File: config.mk
export PLATFORM = sky130hd
export DESIGN_NAME = text_cursor_writer
export DESIGN_NICKNAME = d
export VERILOG_FILES = /design/src/rtl/text_buf_pkg.sv /design/src/rtl/rise_detect.sv /design/src/rtl/text_cursor_writer.sv
export SDC_FILE = /design/constraint.sdc
export NUM_CORES = 1
export LEC_CHECK = 0
export BUFFER_PORTS_ARGS = -buffer_cell sky130_fd_sc_hd__buf_2
export CORE_MARGIN = 2
export CORE_UTILIZATION = 50
export DETAILED_ROUTE_END_ITERATION = 12
export PLACE_DENSITY = 0.77
export SYNTH_ARGS = -nofsm -noshare
export SYNTH_HDL_FRONTEND = slang
export SYNTH_HIERARCHICAL = 1
export SYNTH_SLANG_ARGS = --single-unit
File: constraint.sdc
create_clock -name clk -period 2.4 [get_ports clk]
set_input_delay 0.12 -clock clk [delete_from_list [all_inputs] [get_ports clk]]
set_output_delay 0.12 -clock clk [all_outputs]
set_load 0.005 [all_outputs]
File: src/rtl/text_buf_pkg.sv
// Shared definitions for the VGA text buffer path.
//   - Character codes recognised by the cursor writer.
//   - Printable range bounds (inclusive).
//   - Writer FSM state encoding.
package text_buf_pkg;

  localparam logic [7:0] CHR_BS    = 8'h08;
  localparam logic [7:0] CHR_LF    = 8'h0A;
  localparam logic [7:0] CHR_FF    = 8'h0C;
  localparam logic [7:0] CHR_CR    = 8'h0D;
  localparam logic [7:0] CHR_SPACE = 8'h20;
  localparam logic [7:0] PRINT_LO  = 8'h20;
  localparam logic [7:0] PRINT_HI  = 8'h7E;

  typedef enum logic {
    IDLE  = 1'b0,
    CLEAR = 1'b1
  } writer_state_e;

endpackage

File: src/rtl/rise_detect.sv
// Registered single-bit rising-edge detector.
//   clk   : clock
//   rst_n : asynchronous active-low reset
//   d     : level input, sampled every clock edge
//   rise  : high while d=1 and the previous sample was 0
// RESET_VAL sets the remembered "previous" level after reset. Resetting it
// to 1 suppresses an event for an input that is already high at release.
module rise_detect #(
  parameter logic RESET_VAL = 1'b0
) (
  input  logic clk,
  input  logic rst_n,
  input  logic d,
  output logic rise
);

  logic prev_q;
  logic prev_d;

  always_comb begin
    prev_d = d;
  end

  always_ff @(posedge clk or negedge rst_n) begin
    if (!rst_n) begin
      prev_q <= RESET_VAL;
    end else begin
      prev_q <= prev_d;
    end
  end

  assign rise = d & ~prev_q;

endmodule

File: src/rtl/text_cursor_writer.sv
// Cursor-managed write port for the VGA character buffer.
// Takes UART bytes, writes printable characters at a row/column cursor,
// handles CR/LF/BS, and on form-feed sweeps the whole buffer with spaces.
//   clk      : system clock
//   reset    : asynchronous active-low reset
//   rx_data  : received byte, stable while rx_valid is high
//   rx_valid : byte-ready level; only its rising edge is an event
//   wr_en    : one-cycle RAM write strobe (held high during a sweep)
//   wr_row   : RAM write row
//   wr_col   : RAM write column
//   wr_data  : RAM write data
//   cur_row  : cursor row
//   cur_col  : cursor column
//   busy     : clear sweep in progress
//   dropped  : sticky, a byte event arrived while busy; cleared by reset
// Handshake: a byte is accepted on the clock edge where rx_valid is high and
// was low at the previous edge; there is no back-pressure, so an event seen
// while busy is discarded and recorded in dropped.
module text_cursor_writer
  import text_buf_pkg::*;
#(
  parameter int COLS   = 32,
  parameter int ROWS   = 4,
  parameter int DATA_W = 8
) (
  input  logic                      clk,
  input  logic                      reset,
  input  logic [DATA_W-1:0]         rx_data,
  input  logic                      rx_valid,
  output logic                      wr_en,
  output logic [$clog2(ROWS)-1:0]   wr_row,
  output logic [$clog2(COLS)-1:0]   wr_col,
  output logic [DATA_W-1:0]         wr_data,
  output logic [$clog2(ROWS)-1:0]   cur_row,
  output logic [$clog2(COLS)-1:0]   cur_col,
  output logic                      busy,
  output logic                      dropped
);

  localparam int COL_W   = $clog2(COLS);
  localparam int ROW_W   = $clog2(ROWS);
  localparam int POS_W   = ROW_W + COL_W;
  // One extra bit so the counter can reach CELLS, marking "all cells written".
  localparam int SWEEP_W = POS_W + 1;
  localparam int CELLS   = ROWS * COLS;

  localparam logic [DATA_W-1:0] SPACE = DATA_W'(CHR_SPACE);

  logic byte_evt;

  rise_detect #(
    .RESET_VAL (1'b1)
  ) u_rise (
    .clk   (clk),
    .rst_n (reset),
    .d     (rx_valid),
    .rise  (byte_evt)
  );

  writer_state_e       state_q,   state_d;
  logic [SWEEP_W-1:0]  sweep_q,   sweep_d;
  logic [ROW_W-1:0]    cur_row_q, cur_row_d;
  logic [COL_W-1:0]    cur_col_q, cur_col_d;
  logic                wr_en_q,   wr_en_d;
  logic [ROW_W-1:0]    wr_row_q,  wr_row_d;
  logic [COL_W-1:0]    wr_col_q,  wr_col_d;
  logic [DATA_W-1:0]   wr_data_q, wr_data_d;
  logic                busy_q,    busy_d;
  logic                dropped_q, dropped_d;

  // Row-major linear cursor: {row, col} increments/decrements wrap across
  // row boundaries and around the whole screen through natural width wrap.
  logic [POS_W-1:0] pos;
  logic [POS_W-1:0] pos_inc;
  logic [POS_W-1:0] pos_dec;
  logic             is_print;

  assign pos      = {cur_row_q, cur_col_q};
  assign pos_inc  = pos + POS_W'(1);
  assign pos_dec  = pos - POS_W'(1);
  assign is_print = (rx_data >= DATA_W'(PRINT_LO)) && (rx_data <= DATA_W'(PRINT_HI));

  always_comb begin
    state_d   = state_q;
    sweep_d   = sweep_q;
    cur_row_d = cur_row_q;
    cur_col_d = cur_col_q;
    wr_en_d   = 1'b0;
    wr_row_d  = wr_row_q;
    wr_col_d  = wr_col_q;
    wr_data_d = wr_data_q;
    busy_d    = busy_q;
    dropped_d = dropped_q;

    case (state_q)
      IDLE: begin
        if (byte_evt) begin
          if (is_print) begin
            wr_en_d                = 1'b1;
            wr_row_d               = cur_row_q;
            wr_col_d               = cur_col_q;
            wr_data_d              = rx_data;
            {cur_row_d, cur_col_d} = pos_inc;
          end else if (rx_data == DATA_W'(CHR_CR)) begin
            cur_col_d = '0;
          end else if (rx_data == DATA_W'(CHR_LF)) begin
            cur_row_d = cur_row_q + ROW_W'(1);
          end else if (rx_data == DATA_W'(CHR_BS)) begin
            // Backspace stops at the home position; elsewhere it steps back
            // (across a row boundary if needed) and blanks the new cell.
            if (pos != '0) begin
              {cur_row_d, cur_col_d} = pos_dec;
              {wr_row_d, wr_col_d}   = pos_dec;
              wr_data_d              = SPACE;
              wr_en_d                = 1'b1;
            end
          end else if (rx_data == DATA_W'(CHR_FF)) begin
            // The first sweep write (cell 0) is issued on the same edge that
            // raises busy, so wr_en and busy rise and fall together.
            state_d   = CLEAR;
            busy_d    = 1'b1;
            wr_en_d   = 1'b1;
            wr_row_d  = '0;
            wr_col_d  = '0;
            wr_data_d = SPACE;
            sweep_d   = SWEEP_W'(1);
          end
        end
      end

      CLEAR: begin
        if (byte_evt) begin
          dropped_d = 1'b1;
        end
        if (sweep_q == SWEEP_W'(CELLS)) begin
          state_d   = IDLE;
          busy_d    = 1'b0;
          sweep_d   = '0;
          cur_row_d = '0;
          cur_col_d = '0;
        end else begin
          wr_en_d              = 1'b1;
          {wr_row_d, wr_col_d} = sweep_q[POS_W-1:0];
          wr_data_d            = SPACE;
          sweep_d              = sweep_q + SWEEP_W'(1);
        end
      end

      default: begin
        state_d = IDLE;
      end
    endcase
  end

  always_ff @(posedge clk or negedge reset) begin
    if (!reset) begin
      state_q   <= IDLE;
      sweep_q   <= '0;
      cur_row_q <= '0;
      cur_col_q <= '0;
      wr_en_q   <= 1'b0;
      wr_row_q  <= '0;
      wr_col_q  <= '0;
      wr_data_q <= '0;
      busy_q    <= 1'b0;
      dropped_q <= 1'b0;
    end else begin
      state_q   <= state_d;
      sweep_q   <= sweep_d;
      cur_row_q <= cur_row_d;
      cur_col_q <= cur_col_d;
      wr_en_q   <= wr_en_d;
      wr_row_q  <= wr_row_d;
      wr_col_q  <= wr_col_d;
      wr_data_q <= wr_data_d;
      busy_q    <= busy_d;
      dropped_q <= dropped_d;
    end
  end

  assign wr_en   = wr_en_q;
  assign wr_row  = wr_row_q;
  assign wr_col  = wr_col_q;
  assign wr_data = wr_data_q;
  assign cur_row = cur_row_q;
  assign cur_col = cur_col_q;
  assign busy    = busy_q;
  assign dropped = dropped_q;

endmodule

==> results by group, run 1 <==
Outcome
  • Status: finished clean

Critical path
  • Critical path class: flop to flop
  • Buf+Inv Stages, Crit Path: 2
  • Startpoint types: flop
  • Slowest CP cell: or4_4
  • Critical Path RT: 2.58 ns
  • Largest stage delay on the critical path: 0.47 ns
  • FF-to-FF Start: cur_col[0]$_DFFE_PN0P_
  • CP Cell Sequence: inv_4, ha_4, or3b_4, or4_4, a2111oi_2, a21o_1, buf_4, nor4_1, a21o_1
  • Cell mode on critical path: a21o_1
  • Crit path max-delay family: simple AND/OR/NAND/NOR gates
  • Crit end category: flop
  • WP data arrival: 2.56 ns
  • Max FO, Critical Path: 4
  • Crit path launch: cur_col[0]$_DFFE_PN0P_

Pwr
  • Lkg Pwr: 1.14 nW
  • PwrDens: 481 mW/mm2
  • Worst VDD drop: 0.299 mV

Place
  • Placed instance count: 318
  • I/O Buffers: 35
  • Post-DP Area: 0.00236 mm2
  • Final Wtd Congestion: 0.903
  • HPWL Detailed: 3.66 mm

Clocking
  • Clock latency on the worst-skew pair: 0.29 ns
  • Clk pin slew, worst setup/hold paths: 0.07 ns
  • CTS root buffer: clkbuf_8
  • Clk buf depth: 2
  • CTS tree: built
  • Total CTS buffers: 5
  • Clk sink count: 35
  • H-tree depth reported by CTS: 2

Drt
  • Post-Route WL: 5.17 mm
  • Met2 wire len: 2.48 mm
  • DRC violations left: 0
  • WL/cell: 15.6 um
  • Top Layer Used: met4
  • M1 WL: 2.33 mm
  • Routed vias: 1929
  • Met3 Wirelength: 310 um
  • Initial DRT Pass Iterations: 5
  • Drt first-iter violations: 196
  • Post-route ant nets: 0
  • Vias per cell: 5.81

Die
  • Initial Util: 52.2%
  • I/O pin total: 36
  • Core Region: 0.00403 mm2
  • Num rows: 23
  • Die Y-Extent: 68.9 um
  • Die footprint: 0.00474 mm2
  • Die X: 68.9 um

Finish
  • Finished Cell Area: 0.00252 mm2
  • Fill count: 332
  • Area Growth Syn to Fin: 20.0%
  • N_diodes: 0
  • Commonest non-fill, non-tap cell in the layout: buf_2
  • Layout cells sized above 1: 27.0%
  • Post-Layout Cell Count: 332
  • Commonest cells after routing, fill and taps aside: 36 x buf_2, 32 x dfrtp_1, 27 x nor2_1, 16 x nand2_1, 14 x inv_1
  • Final #Nets: 296

Flow run
  • MaxCap Viol Count: 0

Global route
  • Vias in the first global route: 1736
  • First-pass GRT wire length: 8.22 mm
  • GRT Total Usage: 23.6%
  • Global route overflow: 0
  • Initial antenna violation count: 0
  • Largest net degree at the start of global routing: 36

STA
  • Max-slew headroom: 48.5%
  • Slew Viols, Final: 0
  • Fin. Hold Viols: 0
  • Min cycle time layout: 2.38 ns
  • Tcrit/Tclk final: 99.0%
  • Unrepaired setup endpoints after global routing: true
  • Max frequency: 421 MHz
  • Final setup vio count: 0
  • Worst hold slack: 0.0929 ns
  • Clock Skews: 0.00673 ns
  • Worst-margin pin slew: 0.773 ns

Synth
  • Net Count, Synth: 252
  • Ys async rst share: 100%
  • Ys flop type: dfrtp_1
  • Sequential element share of the synthesized area: 41.7%
  • Avg Synthesized Cell Area: 8.88 um2
  • Cells after Synth: 237
  • Synth cell types: 58
  • Synth Warn #: 6
  • Post-synth EDFFs: 0
  • Post-Syn Area: 0.00210 mm2
  • Seq cells post-synth: 35

Worst hold path
  • HP Start: rx_data[2]
  • Min-delay worst type: input port to flop
layer usage:
layer	up-vias	track usage (%)
met2	60	37.3
met3	8	4.06
met4	0	9.07
met5	-	0
li1	945	-
met1	916	32.5
Yosys cell counts (2+ instances only):
library cell / instances / area share (%)
inv_1: 16 / 2.9
nand4_1: 3 / 0.89
buf_6: 3 / 1.6
a21o_1: 5 / 1.8
a21oi_1: 11 / 2.6
nor4_1: 5 / 1.5
and3_1: 3 / 0.89
nor2b_1: 3 / 0.89
dfrtp_1: 34 / 40
a221oi_1: 2 / 0.83
nand3_1: 13 / 3.1
nor2_1: 27 / 4.8
a31oi_1: 4 / 1.2
nand2_1: 16 / 2.9
o21ai_1: 4 / 0.95
o22ai_1: 3 / 0.89
nor3_1: 6 / 1.4
nand2b_1: 5 / 1.5
clkbuf_1: 7 / 1.2
a32oi_1: 2 / 0.83
a22oi_1: 2 / 0.71
o21ai_0: 14 / 3.3
buf_1: 2 / 0.36
and3b_1: 2 / 0.83
o31ai_1: 2 / 0.71
ha_1: 4 / 2.4
buf_2: 2 / 0.48
xor2_1: 7 / 2.9
sequential cells by signal, summed over array words and instances (netlist names), 2 cells and up:
name	flops
sweep_q	8
cur_col	5
wr_data	8
wr_row	2
cur_row	2
wr_col	5
report_power, final:
part           leakage (nW)  switching, mW  internal [mW]
logic                 0.681         0.0774         0.0585
registers             0.404         0.0117          0.598
clock network        0.0515          0.207          0.262
total                  1.14          0.296          0.918
final timing paths:
path,to,slack (ns),cells past startpoint
max,cur_col[0]$_DFFE_PN0P_,0.02,9
min in group asynchronous,cur_row[0]$_DFFE_PN0P_,0.45,2
max in group asynchronous,cur_col[0]$_DFFE_PN0P_,1.42,2
min reg2reg,dropped$_DFFE_PN0P_,0.46,1
min,wr_data[2]$_DFFE_PN0P_,0.09,3
max reg2reg,cur_col[0]$_DFFE_PN0P_,0.02,9
layout make-up:
type	count	area, um2	share of cell area, %
Multi-Input combinational cell	171	1110	43.9
Sequential cell	35	880	34.8
Timing Repair Buffer	52	313	12.4
Clock buffer	8	100	3.96
Inverter	16	62.6	2.48
Tap cell	50	62.6	2.48
timing repair:
item                                   4_1_cts  5_1_grt
hold buffers                                 2        0
endpoints found under the hold margin       35        0
setup buffers                                0        2
resized for setup                            0        8
setup endpoints to repair                    0       15
through the flow:
step | TNS (ns) | power, mW | setup slack (ns) | util [%]
after floorplan | -0.103 | 0.693 | -0.0527 | -
after global routing | -0.247 | 1.27 | -0.0407 | 62.7
final | 0 | 1.21 | 0.0247 | 62.7
after CTS | 0 | 1.22 | 0.00369 | 61.5
after global placement | 0 | 0.747 | 0.0846 | 58.5
after detailed placement | 0 | 0.748 | 0.0391 | 58.5
worst register-to-register path: cells and delay by family, from the launching register on:
family,cells,cell delay [ns]
adder cells (fa/ha/maj),1,0.14
AO/OA/AOI/OAI,3,0.61
AND/OR/NAND/NOR,3,0.90
flip-flops,1,0.43
buffers and inverters,2,0.20
cell families after synthesis:
family	share of synthesized area [%]
xor+xnor	3.33
compound gates	20.3
buf+inv	6.90
fa+ha+maj	2.38
simple gates	24.2
flops	41.7
mux	1.19
No activity file was read; power rests on OpenSTA's default activity.
==> run 2, diff against run 1 <==
Settings changed: CORE_UTILIZATION 50 to 30, PLACE_DENSITY 0.77 to 0.52, REMOVE_ABC_BUFFERS set to 1.
==> run 2 against run 1 <==
Against the previous run:
- global-route usage shrank 8.8 points
- sequential share of layout area is 2.6 points lower
- clock skew hardly changed
- cell count increased by 15%
==> results by group, run 2 (synthesis results as in run 1) <==
Clocking
  • Clk pin slew, worst setup/hold paths: 0.08 ns
  • CTS root buffer: clkbuf_8
  • CTS tree: built
  • Clock latency on the worst-skew pair: 0.29 ns
  • Clk buf depth: 2
  • Clk sink count: 35
  • Total CTS buffers: 5
  • H-tree depth reported by CTS: 2

STA
  • Clock Skews: 0.00700 ns
  • Unrepaired setup endpoints after global routing: true
  • Slew Viols, Final: 0
  • Final setup vio count: 0
  • Max frequency: 426 MHz
  • Fin. Hold Viols: 0
  • Max-slew headroom: 46.2%
  • Setup ws final: 0.0506 ns
  • Tcrit/Tclk final: 97.9%
  • Worst-margin pin slew: 0.808 ns
  • Min cycle time layout: 2.35 ns

Place
  • I/O Buffers: 35
  • HPWL Detailed: 4.05 mm
  • Pre-CTS WS: 0.0420 ns
  • Placed instance count: 367
  • Final Wtd Congestion: 0.850

Die
  • Die footprint: 0.00770 mm2
  • Die X: 87.8 um
  • Die Y-Extent: 87.8 um
  • I/O pin total: 36
  • Num rows: 30
  • Initial Util: 31.0%
  • Core Region: 0.00679 mm2

Critical path
  • R2r endpoint: wr_col[4]$_DFFE_PN0P_
  • Startpoint types: flop
  • FF-to-FF Start: cur_col[0]$_DFFE_PN0P_
  • CP Cell Sequence: inv_2, ha_4, or3b_4, or4_4, a211oi_4, o21ai_4, clkbuf_16, nor2_2, a21oi_1
  • Largest stage delay on the critical path: 0.48 ns
  • Slowest CP cell: or4_4
  • WP data arrival: 2.52 ns
  • Reg2Reg Setup Slack: 0.05 ns
  • Critical path class: flop to flop
  • Crit end category: flop
  • Max FO, Critical Path: 6
  • Reg2Reg Depth: 9
  • Critical Path RT: 2.57 ns
  • Worst setup path endpoint: wr_col[4]$_DFFE_PN0P_
  • Crit path launch: cur_col[0]$_DFFE_PN0P_

Worst hold path
  • Min-delay worst type: input port to flop

Finish
  • Layout cells sized above 1: 30.9%
  • Post-Layout Cell Count: 381
  • Commonest cells after routing, fill and taps aside: 35 x buf_2, 34 x dfrtp_1, 21 x nor2_1, 16 x nand2_1
  • Fill count: 686
  • Commonest non-fill, non-tap cell in the layout: buf_2
  • N_diodes: 0
  • Area Growth Syn to Fin: 29.4%
  • Fin util: 40.1%
  • Final #Nets: 299

Drt
  • Initial DRT Pass Iterations: 4
  • Post-Route WL: 5.77 mm
  • Routed vias: 1922
  • Post-route ant nets: 0
  • DRC violations left: 0
  • Vias per cell: 5.04
  • WL/cell: 15.1 um
  • Drt first-iter violations: 132

Global route
  • Largest net degree at the start of global routing: 36
  • First-pass GRT wire length: 8.87 mm
  • Global route overflow: 0
  • Vias in the first global route: 1766
  • Initial antenna violation count: 0
  • GRT Total Usage: 14.8%

Pwr
  • Design Power: 1.30 mW
  • PwrDens: 477 mW/mm2
  • Lkg Pwr: 1.19 nW
  • Worst VDD drop: 0.200 mV

Outcome
  • Status: finished clean

Flow run
  • MaxCap Viol Count: 0
run 2: how the worst min path moves through the flow:
stage               start                      end  slack (ns)  cells past startpoint
4_1_cts        rx_data[2]   wr_data[2]$_DFFE_PN0P_        0.09                      3
6_report       rx_data[2]   wr_data[2]$_DFFE_PN0P_        0.08                      3
2_1_floorplan       reset         busy$_DFFE_PN0P_       -0.18                      0
5_1_grt        rx_data[2]   wr_data[2]$_DFFE_PN0P_        0.08                      3
3_3_place_gp     rx_valid  u_rise/prev_q$_DFF_PN1_        0.24                      1
3_5_place_dp     rx_valid  u_rise/prev_q$_DFF_PN1_        0.24                      1
run 2: area by class of cell:
class / count / area, um2 / share of cell area (%)
tap: 96 / 120 / 4.41
inverter: 16 / 60.1 / 2.20
clock buffer: 5 / 68.8 / 2.53
timing repair buffer: 55 / 382 / 14.0
multi-input combinational: 171 / 1170 / 43.0
clock inverter: 3 / 43.8 / 1.61
sequential: 35 / 877 / 32.2
run 2: routing by layer:
| layer | up-vias | wire length [um] | track usage, % |
|---|---|---|---|
| li1 | 950 | - | - |
| met1 | 920 | 2760 | 20.3 |
| met2 | 45 | 2710 | 23.9 |
| met3 | 7 | 236 | 2.54 |
| met4 | 0 | 62 | 4.48 |
| met5 | - | 0 | 0 |
run 2: worst max-delay path, delay by kind of cell, from the launching register on:
family / cells / cell delay, ns
compound gates: 3 / 0.47
fa+ha+maj: 1 / 0.13
buf+inv: 2 / 0.29
flops: 1 / 0.40
simple gates: 3 / 0.93
run 2: stage by stage:
stage	TNS, ns	cell area [um2]	hold slack, ns
after floorplan	-5.05	2020	-0.176
after global placement	0	2440	0.243
after detailed placement	0	2440	0.240
after CTS	0	2570	0.0858
after global routing	-0.310	2720	0.0768
final	0	2720	0.0785
run 2: repair_timing:
item | 4_1_cts | 5_1_grt
endpoints found under the hold margin | 35 | 0
endpoints found under the setup margin | 0 | 17
buffers inserted | 0 | 2
hold buffers | 2 | 0
gates resized for setup | 0 | 25
run 2: report_power, final:
part / switching, mW / internal (mW)
Combinational: 0.0896 / 0.0640
Sequential: 0.00590 / 0.597
Clock: 0.232 / 0.309
Total: 0.327 / 0.970
==> run 3, diff against run 2 <==
Settings changed: CORE_ASPECT_RATIO set to 1.1.
==> run 3 against run 2 <==
Against the previous run:
- cell count is 2.6% lower
- flip-flop and latch count did not move
- register-to-register slack improved by 0.05 ns
- global-route usage fell by 0.20 points
- power fell by 4.1%
- setup slack better by 0.047 ns
- worst hold slack better by 0.0074 ns
- largest cell class unchanged
==> results by group, run 3 (synthesis results as in run 1) <==
Outcome
  • Status: finished clean

Global route
  • Largest net degree at the start of global routing: 36
  • Global route overflow: 0
  • Vias in the first global route: 1757
  • Initial antenna violation count: 0
  • GRT Total Usage: 14.6%
  • First-pass GRT wire length: 9.05 mm

Drt
  • Initial DRT Pass Iterations: 4
  • Post-Route WL: 5.33 mm
  • WL/cell: 14.4 um
  • DRC violations left: 0
  • Routed vias: 1905
  • Vias per cell: 5.13
  • Drt first-iter violations: 159
  • Post-route ant nets: 0

STA
  • Clock Skews: 0.00599 ns
  • Final setup vio count: 0
  • Fin. Hold Viols: 0
  • Tcrit/Tclk final: 95.9%
  • Max frequency: 434 MHz
  • Worst-margin pin slew: 0.783 ns
  • Setup TNS: 0 ns
  • Slew Viols, Final: 0
  • Worst hold slack: 0.0859 ns
  • Min cycle time layout: 2.30 ns
  • Max-slew headroom: 47.8%

Critical path
  • WP data arrival: 2.49 ns
  • R2r endpoint: wr_data[2]$_DFFE_PN0P_
  • Critical Path RT: 2.58 ns
  • Startpoint types: flop
  • Reg2Reg Depth: 9
  • Crit end category: flop
  • Max FO, Critical Path: 11
  • Reg2Reg Setup Slack: 0.1 ns
  • FF-to-FF Start: cur_col[0]$_DFFE_PN0P_
  • Critical path class: flop to flop

Place
  • Final Wtd Congestion: 0.832
  • I/O Buffers: 35
  • HPWL Detailed: 3.97 mm

Die
  • Die footprint: 0.00770 mm2
  • Die X: 83.9 um
  • Core Region: 0.00689 mm2
  • Num rows: 32
  • Initial Util: 30.6%
  • I/O pin total: 36
  • Die Y-Extent: 91.8 um

Pwr
  • Net Sw Power: 0.321 mW
  • Sw frac: 25.8%
  • Design Power: 1.25 mW
  • PwrDens: 476 mW/mm2
  • Power share of the combinational group: 12.1%
  • Clock power frac: 39.4%
  • Lkg Pwr: 1.17 nW
  • Worst VDD drop: 0.172 mV
  • Reg power frac: 48.5%
  • Internal power: 0.924 mW

Worst hold path
  • WHS Endpoint: wr_data[5]$_DFFE_PN0P_
  • Hold path cells: 3
  • HP Start: rx_data[5]
  • Min-delay worst type: input port to flop

Clocking
  • CTS root buffer: clkbuf_8
  • H-tree depth reported by CTS: 2
  • CTS tree: built
  • Clk pin slew, worst setup/hold paths: 0.08 ns
  • Total CTS buffers: 5
  • Clk buf depth: 2
  • Clock latency on the worst-skew pair: 0.29 ns
  • Clk sink count: 35

Finish
  • Final #Nets: 300
  • Layout cells sized above 1: 27.3%
  • Commonest non-fill, non-tap cell in the layout: buf_2
  • Area Growth Syn to Fin: 24.3%
  • N_diodes: 0
  • Commonest cells after routing, fill and taps aside: 35 x buf_2, 34 x dfrtp_1, 27 x nor2_1, 17 x buf_4, 16 x nand2_1

Flow run
  • MaxCap Viol Count: 0
run 3: worst max-delay path by stage:
stage,slack (ns),from,end,depth (start not counted)
global route,-0.003,cur_col[0]$_DFFE_PN0P_,wr_data[0]$_DFFE_PN0P_,9
global placement,0.10,cur_col[0]$_DFFE_PN0P_,cur_col[3]$_DFFE_PN0P_,9
finish,0.1,cur_col[0]$_DFFE_PN0P_,wr_data[2]$_DFFE_PN0P_,9
CTS,0.06,cur_col[0]$_DFFE_PN0P_,cur_col[3]$_DFFE_PN0P_,9
detailed placement,0.08,cur_col[0]$_DFFE_PN0P_,cur_col[3]$_DFFE_PN0P_,9
floorplan,-0.41,cur_col[0]$_DFFE_PN0P_,wr_col[0]$_DFFE_PN0P_,7
run 3: power groups by stage:
stage | logic (mW) | registers [mW] | clock network, mW
2_1_floorplan | 0.0618 | 0.622 | 0
5_1_grt | 0.169 | 0.604 | 0.529
3_5_place_dp | 0.141 | 0.615 | 0
4_1_cts | 0.144 | 0.603 | 0.506
3_3_place_gp | 0.141 | 0.615 | 0
6_report | 0.151 | 0.603 | 0.491
run 3: worst max-delay path: stages (launching register included):
cell and delay, ns:
dfrtp_1 0.39, inv_2 0.08, ha_4 0.13, or3b_4 0.37, or4_4 0.48, a211oi_2 0.22
o21ai_2 0.16, buf_4 0.21, nand3_1 0.08, o21ai_0 0.07
run 3: area by class of cell:
class | instances | area, um2
Inverter | 16 | 60.1
Timing Repair Buffer | 56 | 354
Multi-Input combinational cell | 171 | 1110
Clock inverter | 1 | 7.51
Sequential cell | 35 | 877
Tap cell | 85 | 106
Fill cell | 714 | 4270
Clock buffer | 7 | 96.3
run 3: stage by stage:
step	instances	setup WS [ns]	utilization (%)	instance area [um2]
finish	371	0.0974	38.0	2620
global route	371	-0.00313	38.0	2620
CTS	370	0.0611	37.4	2580
detailed placement	360	0.0822	35.6	2450
global placement	360	0.104	35.6	2450
floorplan	222	-0.412	-	2020
run 3: repair_timing:
action,in CTS,in global routing
hold endpoints to repair,35,0
buffers inserted,0,1
hold buffers,2,0
setup endpoints to repair,0,10
resized for setup,0,9
run 3: per-layer routing:
metal  vias to the layer above  share of wire [%]  GRT usage [%]
met5                         -                  0              0
met4                         0                1.1           3.63
met3                         8                4.1           3.06
met2                        40                 48           23.0
met1                       915                 47           20.5
li1                        942                  -              -
